==> src/rtl/button_event_if.sv <==
// Debounced button inputs and gesture event outputs shared between the
// debouncer side (master) and the gesture classifier (slave).
interface button_event_if;
  logic db_level;
  logic db_tick;
  logic click_tick;
  logic dclick_tick;
  logic long_tick;
  logic repeat_tick;
  logic busy;

  modport master (
    output db_level,
    output db_tick,
    input  click_tick,
    input  dclick_tick,
    input  long_tick,
    input  repeat_tick,
    input  busy
  );

  modport slave (
    input  db_level,
    input  db_tick,
    output click_tick,
    output dclick_tick,
    output long_tick,
    output repeat_tick,
    output busy
  );
endinterface

==> src/rtl/button_event.sv <==
// Gesture classifier: turns debounced presses into single-cycle click,
// double-click, long-press and auto-repeat events using one shared counter.
module button_event #(
  parameter int CNT_WIDTH     = 26,
  parameter int LONG_CYCLES   = 50000000,
  parameter int DCLICK_CYCLES = 15000000,
  parameter int REPEAT_CYCLES = 10000000
) (
  input  logic          clk,
  input  logic          reset,
  button_event_if.slave bus
);

  typedef enum logic [2:0] {
    S_IDLE   = 3'd0,
    S_PRESS1 = 3'd1,
    S_WAIT2  = 3'd2,
    S_LONG   = 3'd3,
    S_PRESS2 = 3'd4
  } state_t;

  localparam logic [CNT_WIDTH-1:0] LONG_LAST   = CNT_WIDTH'(LONG_CYCLES - 1);
  localparam logic [CNT_WIDTH-1:0] DCLICK_LAST = CNT_WIDTH'(DCLICK_CYCLES - 1);
  localparam logic [CNT_WIDTH-1:0] REPEAT_LAST = CNT_WIDTH'(REPEAT_CYCLES - 1);
  localparam logic [CNT_WIDTH-1:0] CNT_ONE     = CNT_WIDTH'(1);

  // tick vector order: {repeat, long, dclick, click}
  state_t               state_q, state_d;
  logic [CNT_WIDTH-1:0] cnt_q, cnt_d;
  logic                 lvl_q, lvl_d;
  logic [3:0]           tick_q, tick_d;

  logic press;
  logic rel;

  assign press = bus.db_tick;
  assign rel   = lvl_q & ~bus.db_level;
  assign lvl_d = bus.db_level;

  always_ff @(posedge clk) begin
    if (!reset) begin
      state_q <= S_IDLE;
      cnt_q   <= '0;
      lvl_q   <= 1'b0;
      tick_q  <= '0;
    end else begin
      state_q <= state_d;
      cnt_q   <= cnt_d;
      lvl_q   <= lvl_d;
      tick_q  <= tick_d;
    end
  end

  always_comb begin
    state_d = state_q;
    cnt_d   = cnt_q + CNT_ONE;
    tick_d  = '0;
    case (state_q)
      S_IDLE: begin
        cnt_d = '0;
        if (press) begin
          state_d = S_PRESS1;
        end
      end
      S_PRESS1: begin
        // A release on the threshold cycle is still a short press.
        if (rel) begin
          state_d = S_WAIT2;
          cnt_d   = '0;
        end else if (cnt_q == LONG_LAST) begin
          state_d   = S_LONG;
          cnt_d     = '0;
          tick_d[2] = 1'b1;
        end
      end
      S_LONG: begin
        if (rel) begin
          state_d = S_IDLE;
          cnt_d   = '0;
        end else if (cnt_q == REPEAT_LAST) begin
          cnt_d     = '0;
          tick_d[3] = 1'b1;
        end
      end
      S_WAIT2: begin
        // A second press on the timeout cycle still counts as a double click.
        if (press) begin
          state_d   = S_PRESS2;
          cnt_d     = '0;
          tick_d[1] = 1'b1;
        end else if (cnt_q == DCLICK_LAST) begin
          state_d   = S_IDLE;
          cnt_d     = '0;
          tick_d[0] = 1'b1;
        end
      end
      S_PRESS2: begin
        cnt_d = '0;
        if (rel) begin
          state_d = S_IDLE;
        end
      end
      default: begin
        state_d = S_IDLE;
        cnt_d   = '0;
      end
    endcase
  end

  always_comb begin
    bus.click_tick  = tick_q[0];
    bus.dclick_tick = tick_q[1];
    bus.long_tick   = tick_q[2];
    bus.repeat_tick = tick_q[3];
    bus.busy        = (state_q != S_IDLE);
  end

endmodule

==> src/flat_wrapper.sv <==
// flat-port wrapper written by rule: the top's interface ports become plain ports
module button_event_flat 
#(
  parameter int CNT_WIDTH     = 26,
  parameter int LONG_CYCLES   = 50000000,
  parameter int DCLICK_CYCLES = 15000000,
  parameter int REPEAT_CYCLES = 10000000
)
  (clk, reset, bus_db_level, bus_db_tick, bus_click_tick, bus_dclick_tick, bus_long_tick, bus_repeat_tick, bus_busy);
  button_event_if bus_i ();
  input  logic clk;
  input  logic reset;
  input wire logic [$bits(bus_i.db_level)-1:0] bus_db_level;
  input wire logic [$bits(bus_i.db_tick)-1:0] bus_db_tick;
  output wire logic [$bits(bus_i.click_tick)-1:0] bus_click_tick;
  output wire logic [$bits(bus_i.dclick_tick)-1:0] bus_dclick_tick;
  output wire logic [$bits(bus_i.long_tick)-1:0] bus_long_tick;
  output wire logic [$bits(bus_i.repeat_tick)-1:0] bus_repeat_tick;
  output wire logic [$bits(bus_i.busy)-1:0] bus_busy;
  assign bus_i.db_level = bus_db_level;
  assign bus_i.db_tick = bus_db_tick;
  assign bus_click_tick = bus_i.click_tick;
  assign bus_dclick_tick = bus_i.dclick_tick;
  assign bus_long_tick = bus_i.long_tick;
  assign bus_repeat_tick = bus_i.repeat_tick;
  assign bus_busy = bus_i.busy;
  button_event #(.CNT_WIDTH(CNT_WIDTH), .LONG_CYCLES(LONG_CYCLES), .DCLICK_CYCLES(DCLICK_CYCLES), .REPEAT_CYCLES(REPEAT_CYCLES)) u_core (.clk(clk), .reset(reset), .bus(bus_i));
endmodule
==> config.mk <==
export PLATFORM = sky130hd
export DESIGN_NAME = button_event_flat
export DESIGN_NICKNAME = d
export VERILOG_FILES = /design/src/rtl/button_event_if.sv /design/src/rtl/button_event.sv /design/src/flat_wrapper.sv
export SDC_FILE = /design/constraint.sdc
export NUM_CORES = 1
export LEC_CHECK = 0
export CAP_MARGIN = 30
export CORE_MARGIN = 2
export CORE_UTILIZATION = 31
export DETAILED_ROUTE_END_ITERATION = 8
export MAX_ROUTING_LAYER = met4
export SLEW_MARGIN = 20
export SYNTH_ARGS = -nofsm -noshare
export SYNTH_HDL_FRONTEND = slang
export SYNTH_SLANG_ARGS = --single-unit
==> constraint.sdc <==
create_clock -name clk -period 2.03 [get_ports clk]
set_clock_uncertainty 0.2 [all_clocks]
set_input_delay 0.5075 -clock clk [delete_from_list [all_inputs] [get_ports clk]]
set_output_delay 0.5075 -clock clk [all_outputs]
set_load 0.02 [all_outputs]
==> results of run 1 <==
## logic make-up (layout without fill, tap and decap cells)
logic type	count (synthesis)	after routing	synth area share [%]
flip-flops	34	34	41.7
AO/OA/AOI/OAI	9	9	4.07
XOR/XNOR	24	24	12.9
adder cells (fa/ha/maj)	1	1	0.767
buffers and inverters	14	71	4.22
AND/OR/NAND/NOR	102	102	36.3
## sequential cells by signal, summed over array words and instances, names as in the netlist
signal and flops:
u_core.state_q 3, u_core.cnt_q 26, u_core.lvl_q 1, u_core.tick_q 4
## worst paths after layout
path                            slack, ns              end  depth (start not counted)        startpoint
worst max register to register      -0.09  u_core.cnt_q[2]                          6  u_core.cnt_q[16]
worst min-delay path                 0.40  u_core.cnt_q[8]                          2   u_core.cnt_q[8]
worst max-delay path                -0.09  u_core.cnt_q[2]                          6  u_core.cnt_q[16]
worst min register to register       0.40  u_core.cnt_q[8]                          2   u_core.cnt_q[8]
## worst min-delay path, cell delays in order (launching register included)
cell     delay, ns
dfxtp_1       0.34
xor2_1        0.16
nor3_1        0.05
## through the flow
| step | cell area (um^2) | power (mW) | utilization (%) | hold WS (ns) | std cells |
|---|---|---|---|---|---|
| global placement | 2190 | 0.779 | 42.8 | 0.364 | 303 |
| finish | 2290 | 1.27 | 44.8 | 0.398 | 311 |
| global route | 2290 | 1.33 | 44.8 | 0.426 | 311 |
| detailed placement | 2190 | 0.779 | 42.8 | 0.362 | 303 |
| floorplan | 1670 | 0.738 | - | 0.312 | 184 |
| CTS | 2280 | 1.29 | 44.7 | 0.394 | 311 |
## final cells by class
| cell class | instances | area, um^2 |
|---|---|---|
| multi-input combinational | 136 | 937 |
| timing repair buffer | 57 | 468 |
| clock inverter | 1 | 5.00 |
| fill | 522 | 2820 |
| sequential | 34 | 683 |
| inverter | 6 | 22.5 |
| clock buffer | 7 | 86.3 |
| tap | 70 | 87.6 |
## layer usage
layer  wire length, um  vias to the layer above  track usage [%]
li1                  -                      773                -
met1              1800                      677             17.1
met2              1790                       15             23.3
met3                92                        8             3.91
met4                76                        0             7.09
met5                 0                        -                -
## cells in the final DEF (no fill, tap or decap), types with 6 or more instances in the layout
| cell | synthesis | routed |
|---|---|---|
| nor2_1 | 9 | 9 |
| inv_1 | 6 | 6 |
| xor2_1 | 9 | 9 |
| xnor2_1 | 15 | 15 |
| buf_4 | 0 | 47 |
| clkbuf_8 | 0 | 6 |
| clkdlybuf4s50_1 | 0 | 7 |
| nor3_1 | 34 | 32 |
| nand2_1 | 10 | 10 |
| dfxtp_1 | 34 | 32 |
| nand3_1 | 9 | 9 |
## repair_timing
item,in CTS,in global routing
hold buffers,0,0
setup buffers,0,0
hold endpoints to repair,0,0
pin swaps,0,1
gates resized for setup,3,3
endpoints found under the setup margin,27,28
## report_power, final
part | internal, mW | leakage (nW) | switching, mW | total, mW
registers | 0.671 | 0.275 | 0.00241 | 0.673
logic | 0.0404 | 0.436 | 0.0484 | 0.0888
clock network | 0.273 | 0.0482 | 0.238 | 0.511
==> metrics.cfg, run 1 <==
[outcome]
outcome = finished with violations
failed_checks = setup timing

[placed_design]
pre_cts_ws_ns = -0.336
place_congestion = 0.857
hpwl_mm = 2.79
port_buffers = 8

[floorplanning]
start_util_pct = 31.9
placementRows = 26
die_y_um = 76.5
fp.coreArea_um2 = 5110
pin_count = 9
die_w_um = 76.5
die_area_um2 = 5860

[timing]
fin_crit_ns = 2.12
finalSetupTns_ns = -2.01
slew_violations = 0
worst_slack_ns = -0.0861
hold_viol_final = 0
rsz0062_at_grt = yes
tightest_slew_ns = 0.373
relSlewSlack_pct = 74.9
max_freq_mhz = 473
setup_viol = 26
period_share_pct = 104

[critical_path]
critical_path.slowest_cell = or4b_4
worstSetupEndpointType = flop
required_ns = 2.00
critPathLaunchType = flop
worst_ep_arrival_time_ns = 2.09
setup.worst_path.class = reg2reg
critPathMaxStageDelay_ns = 0.55
worst_path_dominant_cell_family = simple AND/OR/NAND/NOR gates
critPathBufInv = 1
crit_chain = or4b_4 > or2_1 > o31a_1 > a21oi_4 > buf_12 > nor3_1
critPathMaxFanout = 26

[yosys]
synth_edf_count = 0
synth_nets = 189
ys_seq_area_share_pct = 41.7
yosys_warnings = 0
synth_area_leaders = dfxtp_1, nor3_1, xnor2_1
ys_types = 34
avgSynthCellArea_um2 = 8.87
yosysTopAreaCellShare_pct = 41.7
yosysTopAreaCell = dfxtp_1
async_flop_share_pct = 0
synth_area_um2 = 1630
synthTopCellsByCount = dfxtp_1, nor3_1, xnor2_1, nand2_1
synth-main-ff-cell = dfxtp_1
synth_cells = 184
synth-seq-cells = 34

[routing]
detail_route.first_pass.iterations = 4
dr_total_vias = 1473
drtIter0Drc = 57
wl_per_cell_um = 12.1
routed_wirelength_mm = 3.77
drc_errors = 0
viasPerCell = 4.74
antenna_left = 0

[final_layout]
n_antenna_cell = 0
drive_above_1_share_pct = 28.6
nets = 245
areaGrowthSynthToFinish_pct = 40.3

[global_route]
antenna_found_initial = 0
grt_pass1_vias = 1496
overflow = 0
track_usage_pct = 14.6
grt_first_pass_wirelength_mm = 6.56
grt_max_degree = 27

[clocking]
cts.path.max_buffers = 2
clk_latency_ns = 0.29
h-tree-depth = 2
cts_buffers = 5
cts_tree = built
cts.sinks = 34
clk_pin_slew_ns = 0.07
cts_root_buf = clkbuf_8

[worst_hold_path]
hold_path.class = reg2reg

[power_and_ir_drop]
powerDensity_nw_per_um2 = 556
irDropWorstVdd_v = 0.000511
p_leak_nw = 0.760

[flow_run]
cap_violations = 0

Note: power is estimated with default switching activity, not from simulation.
==> run 2, diff against run 1 <==
GPL_TIMING_DRIVEN = 0   (was not set)
==> metrics.cfg, run 2 (synthesis results as in run 1) <==
[global_route]
track_usage_pct = 14.4  ; -0.19 points
grt_max_degree = 12  ; -56%
antenna_found_initial = 0  ; unchanged
grt_first_pass_wirelength_mm = 6.67  ; +1.6%
grt_pass1_vias = 1489  ; -0.47%
overflow = 0  ; unchanged

[clocking]
cts_tree = built
ctsHoldBuffers = 0  ; unchanged
cts_buffers = 5  ; unchanged
h-tree-depth = 2  ; unchanged
clk_pin_slew_ns = 0.07  ; about the same
cts.sinks = 34  ; unchanged
clk_latency_ns = 0.29  ; about the same
cts_root_buf = clkbuf_8
cts.path.max_buffers = 2  ; unchanged

[timing]
slew_violations = 0  ; unchanged
max_freq_mhz = 450  ; -4.8%
whs_ns = 0.283  ; -0.116 ns
fin_crit_ns = 2.22  ; +0.107 ns
worst_slack_ns = -0.193  ; -0.107 ns
relSlewSlack_pct = 61.3  ; -14 points
period_share_pct = 109  ; +5.2 points
finalSetupTns_ns = -4.50  ; -2.49 ns
hold_viol_final = 0  ; unchanged
tightest_slew_ns = 0.581  ; +0.207 ns
rsz0062_at_grt = yes
setup_viol = 27  ; +3.8%

[critical_path]
worst_path_dominant_cell_family = simple AND/OR/NAND/NOR gates
required_ns = 1.98  ; -0.02 ns
crit_chain = or4b_4 > or2_4 > o31a_1 > a21oi_4 > buf_6 > buf_6 > nor3_2
critical_path.slowest_cell = or4b_4
critPathMaxStageDelay_ns = 0.55  ; about the same
worstSetupEndpointType = flop
crit_top_cell = buf_6
worst_ep_arrival_time_ns = 2.17  ; +0.08 ns
critPathMaxFanout = 4  ; -85%
critPathLaunchType = flop
critPathBufInv = 2  ; +1
r2r_slack_ns = -0.19  ; -0.11 ns
setup.worst_path.class = reg2reg

[routing]
dr_total_vias = 1446  ; -1.8%
antenna_left = 0  ; unchanged
routed_wirelength_mm = 3.76  ; -0.16%
drtIter0Drc = 54  ; -5.3%
detail_route.first_pass.iterations = 4  ; unchanged
drc_errors = 0  ; unchanged
viasPerCell = 5.11  ; +7.9%
wl_per_cell_um = 13.3  ; +9.7%

[power_and_ir_drop]
irDropWorstVdd_v = 0.000250  ; -51%
p_leak_nw = 0.655  ; -14%
p_clk_share_pct = 43.6  ; +3.5 points
power_mw = 1.39  ; +9.6%
sw_frac_of_total_pct = 22.5  ; -0.13 points
powerDensity_nw_per_um2 = 625  ; +12%
seqPwrFrac_pct = 48.0  ; -4.9 points
internal_power_mw = 1.08  ; +9.8%
p_sw_mw = 0.314  ; +8.9%
pwr-share-comb_pct = 8.4  ; +1.4 points

[final_layout]
largest_register = u_core.cnt_q
num-fill-cells = 498  ; -4.6%
multiInputGateArea_um2 = 1060  ; +13%
layout_commonest_cell = dfxtp_1
areaGrowthSynthToFinish_pct = 36.7
drive_above_1_share_pct = 34.3  ; +5.6 points
nets = 217  ; -11%
mostFrequentLayoutCells = dfxtp_1, nor3_1, nor3_2, xnor2_1, dfxtp_2
final_core_util_pct = 43.7  ; -1.2 points
register_area_um2 = 703  ; +2.9%
largest_register_ffs = 26  ; unchanged
fin_area_um2 = 2230  ; -2.6%
n_antenna_cell = 0  ; unchanged
reg_top3 = u_core.cnt_q (26), u_core.tick_q (4), u_core.state_q (3)

[flow_run]
cap_violations = 0  ; unchanged

[outcome]
outcome = finished with violations
failed_checks = setup timing

[floorplanning]
pin_count = 9  ; unchanged
die_y_um = 76.5  ; unchanged
die_w_um = 76.5  ; unchanged
start_util_pct = 31.9  ; unchanged
fp.coreArea_um2 = 5110  ; unchanged
placementRows = 26  ; unchanged
die_area_um2 = 5860  ; unchanged

[worst_hold_path]
hold_path.class = reg2reg

[placed_design]
port_buffers = 8  ; unchanged
hpwl_mm = 2.40  ; -14%
place_congestion = 0.773  ; -9.9%
placed_area_um2 = 1840  ; -16%

[run 2: metal layers]
metal	share of wire (%)	wire length (um)	vias up	GRT usage, %
li1	-	-	724	-
met1	48	1820	679	17.2
met2	45	1700	31	22.3
met3	3.6	135	12	3.55
met4	2.7	100	0	8.18
met5	0	0	-	-
[run 2: repair_timing]
item,4_1_cts,5_1_grt
gates resized for setup,41,20
setup endpoints to repair,28,28
pin swaps,13,8
gates cloned,2,0
setup buffers,10,1
[run 2: path summary, 6_finish.rpt]
kind / from / endpoint / depth (start not counted)
setup / recovery: u_core.cnt_q[24] / u_core.cnt_q[23] / 7
hold / removal: u_core.cnt_q[0] / u_core.cnt_q[0] / 1
setup reg to reg: u_core.cnt_q[24] / u_core.cnt_q[23] / 7
hold reg to reg: u_core.cnt_q[0] / u_core.cnt_q[0] / 1
[run 2: power by group through the flow]
stage | sequential [mW] | combinational (mW) | clock, mW
2_1_floorplan | 0.687 | 0.0504 | 0
6_report | 0.670 | 0.117 | 0.608
3_3_place_gp | 0.688 | 0.0772 | 0
4_1_cts | 0.670 | 0.108 | 0.621
3_5_place_dp | 0.688 | 0.0760 | 0
5_1_grt | 0.670 | 0.126 | 0.652
[run 2: layout make-up]
cell class              instances  share of cell area (%)
repair buffers                 21                    8.75
multi-input cells             136                    47.4
clock buffers                   5                    3.08
inverters                       6                    1.01
clock inverters                 3                    1.79
plain buffers                   8                    2.52
flip-flops and latches         34                    31.5
well taps                      70                    3.93
[run 2: per-stage QoR]
step | std cells | worst slack, ns
floorplan | 184 | -0.0945
global placement | 262 | -0.589
detailed placement | 262 | -0.508
CTS | 282 | -0.201
global route | 283 | -0.265
finish | 283 | -0.193
==> run 3, diff against run 2 <==
CORE_ASPECT_RATIO = 1.75   (was not set)
SKIP_LAST_GASP = 1   (was not set)
clock period = 2.53 ns   (was 2.03 ns; I/O delays follow)
==> metrics.cfg, run 3 (synthesis results as in run 1) <==
[clocking]
cts_tree = built
cts_root_buf = clkbuf_8
clk_pin_slew_ns = 0.07  ; about the same
cts.sinks = 34  ; unchanged
cts.path.max_buffers = 2  ; unchanged
h-tree-depth = 2  ; unchanged
clk_latency_ns = 0.29  ; about the same
cts_buffers = 5  ; unchanged
ctsHoldBuffers = 0  ; unchanged

[final_layout]
reg_top3 = u_core.cnt_q (26), u_core.tick_q (4), u_core.state_q (3)
drive_above_1_share_pct = 9.41  ; -25 points
mostFrequentLayoutCells = nor3_1, dfxtp_1, xnor2_1
largest_register = u_core.cnt_q
n_antenna_cell = 0  ; unchanged
areaGrowthSynthToFinish_pct = 18.6
nets = 206  ; -5.1%
fin_cells = 257  ; -9.2%
largest_register_ffs = 26  ; unchanged

[critical_path]
worstSetupEndpointType = output pin
reg2reg_depth = 7  ; unchanged
critPathMaxStageDelay_ns = 0.59  ; +0.04 ns
worst_path_dominant_cell_family = buffers and inverters
critPathBufInv = 3  ; +1
worst_ep_arrival_time_ns = 1.60  ; -0.57 ns
critPathLaunchType = flop
setup.worst_path.class = reg2out
crit_chain = clkbuf_1 > nor3_1 > inv_1 > clkdlybuf4s50_1
worst-path-stages = 4  ; -3
required_ns = 1.70  ; -0.28 ns
critical_path.slowest_cell = clkdlybuf4s50_1
critPathMaxFanout = 7  ; +3

[power_and_ir_drop]
pwr-share-comb_pct = 6.6  ; -1.8 points
p_clk_share_pct = 43.3  ; -0.3 points
seqPwrFrac_pct = 50.1  ; +2.1 points
p_leak_nw = 0.545  ; -17%
irDropWorstVdd_v = 0.000143  ; -43%
sw_frac_of_total_pct = 21.7  ; -0.81 points
internal_power_mw = 0.843  ; -22%
powerDensity_nw_per_um2 = 557  ; -11%
p_sw_mw = 0.234  ; -26%

[global_route]
antenna_found_initial = 0  ; unchanged
grt_first_pass_wirelength_mm = 6.34  ; -4.9%
grt_pass1_vias = 1380  ; -7.3%
overflow = 0  ; unchanged
track_usage_pct = 14.4  ; about the same
grt_max_degree = 11  ; -1

[floorplanning]
pin_count = 9  ; unchanged
fp.coreArea_um2 = 5170  ; +1.2%
die_area_um2 = 5880  ; +0.39%
placementRows = 35  ; +35%
start_util_pct = 31.6  ; -0.37 points
die_y_um = 100  ; +31%
die_w_um = 58.8  ; -23%

[worst_hold_path]
hold_path_depth = 1  ; unchanged
hold_path.class = reg2reg

[timing]
max_freq_mhz = 411
worst_slack_ns = 0.0952  ; +0.288 ns
slew_violations = 0  ; unchanged
fin_crit_ns = 2.43
rsz0062_at_grt = yes
whs_ns = 0.310  ; +0.0274 ns
hold_viol_final = 0  ; unchanged
period_share_pct = 96.2
tightest_slew_ns = 0.537  ; -0.0439 ns
relSlewSlack_pct = 63.9  ; +2.6 points
setup_viol = 0  ; -100%

[placed_design]
pre_cts_ws_ns = -0.185  ; +0.323 ns
placedCellCount = 248  ; -5.3%
port_buffers = 8  ; unchanged
hpwl_mm = 2.77  ; +15%
place_congestion = 0.817  ; +5.8%

[routing]
routed_wirelength_mm = 3.65  ; -2.8%
viasPerCell = 5.38  ; +5.2%
drc_errors = 1  ; +1
drtIter0Drc = 63  ; +17%
wl_per_cell_um = 14.2  ; +7.0%
antenna_left = 0  ; unchanged
detail_route.first_pass.iterations = 6  ; +2
dr_total_vias = 1382  ; -4.4%

[flow_run]
cap_violations = 0  ; unchanged

[outcome]
outcome = finished with violations
failed_checks = DRC

-- run 3: changes by cell type in the layout (fill, tap and decap cells not counted), sizes merged --
cell | previous run | this run
clkbuf | 10 | 13
clkdlybuf4s50 | 7 | 8
clkinv | 2 | 0
buf | 17 | 5
bufinv | 1 | 0
-- run 3: layout make-up --
| cell class | count | area, um^2 |
|---|---|---|
| plain buffers | 8 | 47.5 |
| inverters | 6 | 22.5 |
| well taps | 55 | 68.8 |
| clock buffers | 8 | 110 |
| multi-input cells | 136 | 900 |
| flip-flops and latches | 34 | 681 |
| repair buffers | 10 | 105 |
| fillers | 549 | 3230 |
-- run 3: worst reg2reg max path: stages, from the launching register on --
cell and delay [ns]:
dfxtp_1 0.35, or4b_1 0.59, or2_1 0.29, o31a_1 0.34, a21oi_4 0.15, buf_12 0.14
buf_6 0.14, nor3_1 0.06
-- run 3: stage by stage --
| stage | utilization (%) | cell area [um^2] | TNS (ns) | total power, mW |
|---|---|---|---|---|
| 6_report | 37.4 | 1930 | 0 | 1.08 |
| 5_1_grt | 37.4 | 1930 | -0.0267 | 1.11 |
| 4_1_cts | 36.8 | 1900 | 0 | 1.08 |
| 3_5_place_dp | 34.6 | 1790 | -2.84 | 0.615 |
| 3_3_place_gp | 34.5 | 1780 | -2.75 | 0.613 |
| 2_1_floorplan | - | 1630 | 0 | 0.592 |
-- run 3: worst paths after layout --
kind / from / end / slack (ns)
setup / recovery: u_core.state_q[0] / bus_busy / 0.1
hold / removal: u_core.cnt_q[0] / u_core.cnt_q[0] / 0.31
setup reg to reg: u_core.cnt_q[16] / u_core.cnt_q[10] / 0.14
hold reg to reg: u_core.cnt_q[0] / u_core.cnt_q[0] / 0.31
-- run 3: repair_timing --
action / CTS / global route
cloned: 0 / 0
setup endpoints to repair: 20 / 21
endpoints found under the hold margin: 0 / 0
gates resized for setup: 1 / 5
buffers inserted: 0 / 1
pin swaps: 0 / 1
-- run 3: routing by layer --
layer | wire (um) | GRT usage, %
met1 | 1410 | 13.7
met2 | 2020 | 25.5
met3 | 106 | 3.09
met4 | 112 | 8.74
met5 | 0 | -
-- run 3: power groups by stage --
stage                     clock network [mW]  registers (mW)  logic, mW
after floorplan                            0           0.551     0.0404
after global placement                     0           0.552     0.0616
after detailed placement                   0           0.552     0.0629
after CTS                              0.479           0.539     0.0630
after global routing                   0.496           0.539     0.0773
final                                  0.467           0.540     0.0710
